[config.mk]
export PLATFORM = sky130hd
export DESIGN_NAME = fetch_sequencer_flat
export DESIGN_NICKNAME = d
export VERILOG_FILES = /design/src/rtl/fetch_pkg.sv /design/src/rtl/fetch_sequencer_if.sv /design/src/rtl/fetch_skid_buf.sv /design/src/rtl/fetch_sequencer.sv /design/src/flat_wrapper.sv
export SDC_FILE = /design/constraint.sdc
export NUM_CORES = 1
export LEC_CHECK = 0
export BUFFER_PORTS_ARGS = -buffer_cell sky130_fd_sc_hd__buf_2
export CAP_MARGIN = 20
export CORE_MARGIN = 4
export CORE_UTILIZATION = 39
export CTS_CLUSTER_DIAMETER = 120
export DETAILED_ROUTE_END_ITERATION = 8
export GPL_TIMING_DRIVEN = 1
export MAX_ROUTING_LAYER = met4
export PLACE_DENSITY_LB_ADDON = 0.2
export SLEW_MARGIN = 40
export SYNTH_ARGS = -nofsm -noshare
export SYNTH_HDL_FRONTEND = slang
export SYNTH_SLANG_ARGS = --single-unit
[constraint.sdc]
create_clock -name clk -period 5.4 [get_ports clk]
set_input_delay 0.81 -clock clk [delete_from_list [all_inputs] [get_ports clk]]
set_output_delay 0.81 -clock clk [all_outputs]
set_load 0.1 [all_outputs]
[src/rtl/fetch_pkg.sv]
// fetch_pkg: state encoding and default parameters shared by the fetch sequencer
package fetch_pkg;
    typedef enum logic [2:0] {IDLE, FETCH, WAIT, HOLD, DRAIN} fetch_state_e;
    localparam logic [31:0] DEF_RESET_PC = 32'h0000_0000;
    localparam int unsigned DEF_PC_STEP = 4;
endpackage

[src/rtl/fetch_sequencer_if.sv]
// fetch_sequencer_if: run control, ROM port and decode-side signals of the fetch sequencer
interface fetch_sequencer_if;
    logic        go;
    logic        stall;
    logic        branch;
    logic [31:0] branch_addr;
    logic        mem_rdy;
    logic        mem_valid;
    logic [31:0] mem_rdata;
    logic [31:0] pc_rom;
    logic        read_enable_cpu;
    logic [31:0] inst_o;
    logic [31:0] pc_id;
    logic        inst_valid;
    logic        busy;
    modport master (
        input  go, stall, branch, branch_addr, mem_rdy, mem_valid, mem_rdata,
        output pc_rom, read_enable_cpu, inst_o, pc_id, inst_valid, busy
    );
    modport slave (
        output go, stall, branch, branch_addr, mem_rdy, mem_valid, mem_rdata,
        input  pc_rom, read_enable_cpu, inst_o, pc_id, inst_valid, busy
    );
endinterface

[src/rtl/fetch_skid_buf.sv]
// fetch_skid_buf: one-entry holding slot for a ROM response that decode cannot take yet
module fetch_skid_buf (
    input  logic        clk,
    input  logic        reset_n,
    input  logic        load_i,
    input  logic        unload_i,
    input  logic [31:0] data_i,
    input  logic [31:0] pc_i,
    output logic [31:0] data_o,
    output logic [31:0] pc_o,
    output logic        full_o
);
    logic [31:0] data_q, pc_q;
    logic        full_q;
    // capture on load, release on unload; load and unload never coincide
    always_ff @(posedge clk or negedge reset_n) begin
        if (!reset_n) begin
            data_q <= '0;
            pc_q   <= '0;
            full_q <= 1'b0;
        end else if (load_i) begin
            data_q <= data_i;
            pc_q   <= pc_i;
            full_q <= 1'b1;
        end else if (unload_i) begin
            full_q <= 1'b0;
        end
    end
    assign data_o = data_q;
    assign pc_o   = pc_q;
    assign full_o = full_q;
endmodule

[src/rtl/fetch_sequencer.sv]
// fetch_sequencer: single-outstanding instruction fetch from ROM with skid buffer and branch redirect
module fetch_sequencer
    import fetch_pkg::*;
#(
    parameter logic [31:0] RESET_PC = DEF_RESET_PC,
    parameter int unsigned PC_STEP  = DEF_PC_STEP
) (
    input logic               clk,
    input logic               reset_n,
    fetch_sequencer_if.master bus
);
    fetch_state_e state_q, state_d, resume;
    logic [31:0]  pc_q, pc_d, inst_q, inst_d, pc_id_q, pc_id_d;
    logic         valid_q, valid_d;
    logic         accept, fresh, skid_load, skid_unload, skid_full;
    logic [31:0]  skid_data, skid_pc;

    assign resume      = bus.go ? FETCH : IDLE;
    assign accept      = (state_q == FETCH) && bus.mem_rdy;
    assign fresh       = (state_q == WAIT) && bus.mem_valid && !bus.branch;
    assign skid_load   = fresh && bus.stall && valid_q;
    assign skid_unload = bus.branch || ((state_q == HOLD) && !bus.stall);

    fetch_skid_buf u_skid (
        .clk      (clk),
        .reset_n  (reset_n),
        .load_i   (skid_load),
        .unload_i (skid_unload),
        .data_i   (bus.mem_rdata),
        .pc_i     (pc_q),
        .data_o   (skid_data),
        .pc_o     (skid_pc),
        .full_o   (skid_full)
    );

    // next state: decode consumes the held word whenever stall is low; a branch overrides everything
    always_comb begin
        state_d = state_q;
        pc_d    = pc_q;
        inst_d  = inst_q;
        pc_id_d = pc_id_q;
        valid_d = valid_q && bus.stall;
        case (state_q)
            IDLE:  state_d = (bus.go && !bus.stall) ? FETCH : IDLE;
            FETCH: state_d = accept ? WAIT : ((!bus.go || bus.stall) ? IDLE : FETCH);
            WAIT: if (bus.mem_valid) begin
                pc_d = pc_q + PC_STEP;
                if (skid_load) state_d = HOLD;
                else begin
                    inst_d  = bus.mem_rdata;
                    pc_id_d = pc_q;
                    valid_d = 1'b1;
                    state_d = resume;
                end
            end
            HOLD: if (!bus.stall) begin
                inst_d  = skid_data;
                pc_id_d = skid_pc;
                valid_d = 1'b1;
                state_d = resume;
            end
            DRAIN:   state_d = bus.mem_valid ? resume : DRAIN;
            default: state_d = IDLE;
        endcase
        if (bus.branch) begin
            pc_d    = bus.branch_addr;
            valid_d = 1'b0;
            inst_d  = inst_q;
            pc_id_d = pc_id_q;
            if (accept || (state_q == WAIT && !bus.mem_valid)) state_d = DRAIN;
            else if (state_q == WAIT || state_q == HOLD) state_d = resume;
        end
    end

    // state and registered decode-side outputs
    always_ff @(posedge clk or negedge reset_n) begin
        if (!reset_n) begin
            state_q <= IDLE;
            pc_q    <= RESET_PC;
            inst_q  <= '0;
            pc_id_q <= '0;
            valid_q <= 1'b0;
        end else begin
            state_q <= state_d;
            pc_q    <= pc_d;
            inst_q  <= inst_d;
            pc_id_q <= pc_id_d;
            valid_q <= valid_d;
        end
    end

    assign bus.pc_rom          = pc_q;
    assign bus.read_enable_cpu = state_q == FETCH;
    assign bus.inst_o          = inst_q;
    assign bus.pc_id           = pc_id_q;
    assign bus.inst_valid      = valid_q;
    assign bus.busy            = (state_q == WAIT) || (state_q == DRAIN) || skid_full;
endmodule
[src/flat_wrapper.sv]
// flat-port wrapper written by rule: the top's interface ports become plain ports
module fetch_sequencer_flat import fetch_pkg::*;
#(
    parameter logic [31:0] RESET_PC = DEF_RESET_PC,
    parameter int unsigned PC_STEP  = DEF_PC_STEP
)
  (clk, reset_n, bus_go, bus_stall, bus_branch, bus_branch_addr, bus_mem_rdy, bus_mem_valid, bus_mem_rdata, bus_pc_rom, bus_read_enable_cpu, bus_inst_o, bus_pc_id, bus_inst_valid, bus_busy);
  fetch_sequencer_if bus_i ();
  input logic clk;
  input logic reset_n;
  input wire logic [$bits(bus_i.go)-1:0] bus_go;
  input wire logic [$bits(bus_i.stall)-1:0] bus_stall;
  input wire logic [$bits(bus_i.branch)-1:0] bus_branch;
  input wire logic [$bits(bus_i.branch_addr)-1:0] bus_branch_addr;
  input wire logic [$bits(bus_i.mem_rdy)-1:0] bus_mem_rdy;
  input wire logic [$bits(bus_i.mem_valid)-1:0] bus_mem_valid;
  input wire logic [$bits(bus_i.mem_rdata)-1:0] bus_mem_rdata;
  output wire logic [$bits(bus_i.pc_rom)-1:0] bus_pc_rom;
  output wire logic [$bits(bus_i.read_enable_cpu)-1:0] bus_read_enable_cpu;
  output wire logic [$bits(bus_i.inst_o)-1:0] bus_inst_o;
  output wire logic [$bits(bus_i.pc_id)-1:0] bus_pc_id;
  output wire logic [$bits(bus_i.inst_valid)-1:0] bus_inst_valid;
  output wire logic [$bits(bus_i.busy)-1:0] bus_busy;
  assign bus_i.go = bus_go;
  assign bus_i.stall = bus_stall;
  assign bus_i.branch = bus_branch;
  assign bus_i.branch_addr = bus_branch_addr;
  assign bus_i.mem_rdy = bus_mem_rdy;
  assign bus_i.mem_valid = bus_mem_valid;
  assign bus_i.mem_rdata = bus_mem_rdata;
  assign bus_pc_rom = bus_i.pc_rom;
  assign bus_read_enable_cpu = bus_i.read_enable_cpu;
  assign bus_inst_o = bus_i.inst_o;
  assign bus_pc_id = bus_i.pc_id;
  assign bus_inst_valid = bus_i.inst_valid;
  assign bus_busy = bus_i.busy;
  fetch_sequencer #(.RESET_PC(RESET_PC), .PC_STEP(PC_STEP)) u_core (.clk(clk), .reset_n(reset_n), .bus(bus_i));
endmodule
==> reports/qor.txt <==
Routability Congestion: 0.801
Number of H-tree levels: 4
Reg2Reg Setup Slack: 2.67 ns
Crit path max fanout: 26
Prevailing post-synth register cell: dfrtp_1
CP max stage delay: 0.82 ns
Clock skew: 0.0129 ns
Mean Syn Cell Area: 11.4 sq um
ANT cells: 0
Ys async rst share: 100%
Crit path capture type: flop
Maximum clock path buffer count: 2
CORE AREA: 0.0188 sq mm
Worst-case reg-to-reg path depth: 4
Mux share of post-synthesis cell area: 18.5%
Mapped Cells: 663
Worst-path clk slew: 0.06 ns
Post-synth EDFFs: 0
# setup viols final: 0
Via density: 5.18
Nets: 883
Synthesized area: 0.00753 sq mm
Critical-path cell list: and4bb_2 > nand4_2 > or4_2 > a31oi_1
Post-CTS Resized: 0
Postcts setup bufs: 0
Final ANT Viol Nets: 0
CP Data Required Time: 5.75 ns
Netlist cell types: 53
Largest net degree at the start of global routing: 105
HPWL after detailed placement: 12600 um
Wire per inst: 17.0 um
Commonest non-fill, non-tap cell in the layout: buf_2
WP data arrival: 3.08 ns
DP Worst Slack: 2.22 ns
Fin crit share: 50.6%
Adder-cell area share of the yosys netlist: 0.166%
I/O Pins: 170
Rel. slew slack: 51.0%
Slowest CP cell: or4_2
Reg-to-reg endpoint: u_core.bus.pc_rom[23]$_DFFE_PN0P_
Hold WC Path Type: primary input to asynchronous set/reset pin
Die Wd: 147 um
Largest family of logic cells by synthesized area: multiplexers
Crit start category: flop
Fin worst setup slack: 2.67 ns
F_max: 366 MHz
Initial DRC Count: 241
Syn nets: 735
Die area: 0.0216 sq mm
FP Rows: 50
Post-Synth XOR/XNOR Area: 1.28%
Max-slew violations: 0
Status: completed
Vias in the first global route: 5698
Post-synthesis sequential area ratio: 54.9%
Via Count: 5600
Min Tclk post-route: 2.73 ns
Most frequent cells in the layout: 168 x buf_2, 165 x dfrtp_1, 86 x nand2_1
Reg2reg start: u_core.state_q[2]$_DFF_PN0_
Peak VDD IR: 0.410 mV
CTS Sinks: 165
Initial Utilization: 40.0%
Post-synthesis register bit count: 165
Leakage: 4.80 nW
Root buf cell: clkbuf_16
DRC violation count after routing: 0
Post-route setup TNS: 0 ns
Worst Tran Pin Value: 0.736 ns
Total CTS buffers: 17
Area growth syn-to-layout: 21.5%
PD cells: 628 mW/mm^2
Setup CP Type: flop to flop
Die outline height: 147 um
Post-Route WL: 18400 um
1st-pass router iterations: 5
RSZ-0062 raised after global routing: false
CTS tree: done
Final hold violation count: 0
Yosys Warn Count: 0
Synth Area in Compound Gates: 9.82%
Post-synthesis simple-gate area fraction: 11.8%
Initial antenna violation count: 0
Fraction of layout cells with a size suffix above 1: 34.8%
Global-route wire length before repair: 30200 um
PortBufs: 169
Total gr overflow: 0
Max-cap viol count: 0
CTS Hold Bufs: 0
Worst-skew pair later-pin latency: 0.43 ns
Total global-route track usage: 17.8%
per-layer routing:
layer  wire length [um]  part of all wire (%)  track usage [%]
met4                155                  0.84             4.52
met3                838                   4.6             4.04
met5                  0                     0                -
met1               8580                    47             24.1
met2               8810                    48             27.6
logic make-up (layout without fill, tap and decap cells):
kind of cell | after synthesis | count (layout)
AO/OA/AOI/OAI | 128 | 128
buffers and inverters | 55 | 213
adder cells (fa/ha/maj) | 1 | 1
XOR/XNOR | 11 | 11
flip-flops | 165 | 165
AND/OR/NAND/NOR | 172 | 172
multiplexers | 131 | 131
critical path: cells and delay by family (launching register included):
| family | cells | cell delay [ns] |
|---|---|---|
| flops | 1 | 0.50 |
| simple gates | 3 | 1.95 |
| compound gates | 1 | 0.19 |
power by group:
part / internal [mW] / switching [mW] / total (mW) / leakage [nW]
clock: 0.778 / 0.484 / 1.26 / 0.288
combinational: 0.412 / 2.33 / 2.74 / 2.37
sequential: 1.53 / 0.206 / 1.74 / 2.14
total: 2.72 / 3.02 / 5.74 / 4.80
layout make-up:
| class | count | area [sq um] |
|---|---|---|
| fill | 1728 | 9680 |
| sequential | 165 | 4130 |
| multi-input combinational | 443 | 3140 |
| timing repair buffer | 177 | 925 |
| clock buffer | 20 | 447 |
| tap | 260 | 325 |
| clock inverter | 9 | 154 |
| inverter | 7 | 27.5 |
through the flow:
step	total power, mW	cells	util [%]	hold slack [ns]	area (sq um)
final	5.74	1081	48.6	0.429	9150
after global routing	5.98	1081	48.6	0.476	9150
after CTS	5.79	1080	48.5	0.442	9140
after detailed placement	4.52	1051	45.3	0.466	8540
after global placement	4.48	1051	45.3	0.456	8540
after floorplan	4.03	663	-	0.480	7530
flip-flops by register name, summed over array words and instances (netlist names):
| register | flops |
|---|---|
| u_core.bus.inst_o | 32 |
| u_core.bus.inst_valid | 1 |
| u_core.bus.pc_id | 32 |
| u_core.bus.pc_rom | 32 |
| u_core.state_q | 3 |
| u_core.u_skid.data_o | 32 |
| u_core.u_skid.full_o | 1 |
| u_core.u_skid.pc_o | 32 |
how the worst max path moves through the flow:
stage	start	endpoint	slack (ns)	cells past startpoint
global placement	bus_branch	u_core.bus.pc_id[30]$_DFFE_PN0P_	2.36	6
detailed placement	bus_branch	u_core.bus.inst_o[27]$_DFFE_PN0P_	2.22	6
floorplan	u_core.state_q[1]$_DFF_PN0_	bus_read_enable_cpu	1.79	2
CTS	u_core.state_q[2]$_DFF_PN0_	u_core.bus.pc_rom[23]$_DFFE_PN0P_	2.66	4
finish	u_core.state_q[2]$_DFF_PN0_	u_core.bus.pc_rom[23]$_DFFE_PN0P_	2.67	4
global route	u_core.state_q[1]$_DFF_PN0_	u_core.bus.pc_rom[23]$_DFFE_PN0P_	2.51	4
Yosys cell counts (3+ instances only):
master | number | area (sq um)
and3_1 | 3 | 18.8
buf_1 | 3 | 11.3
o21ai_0 | 81 | 405
inv_1 | 6 | 22.5
o211ai_1 | 5 | 37.5
or3_1 | 3 | 18.8
and4_1 | 3 | 26.3
mux2_2 | 66 | 743
nand4_1 | 12 | 75.1
buf_2 | 12 | 60.1
xor2_1 | 9 | 78.8
a31oi_1 | 15 | 93.8
nand3_1 | 13 | 65.1
clkbuf_1 | 25 | 93.8
a21oi_1 | 4 | 20.0
dfrtp_1 | 165 | 4130
mux2i_1 | 65 | 651
buf_4 | 4 | 30.0
nor2_1 | 17 | 63.8
o31ai_1 | 13 | 97.6
nor3b_1 | 3 | 22.5
or4_1 | 11 | 82.6
nand2_1 | 86 | 323
or4_2 | 3 | 26.3
(Power assumes the default switching activity.)
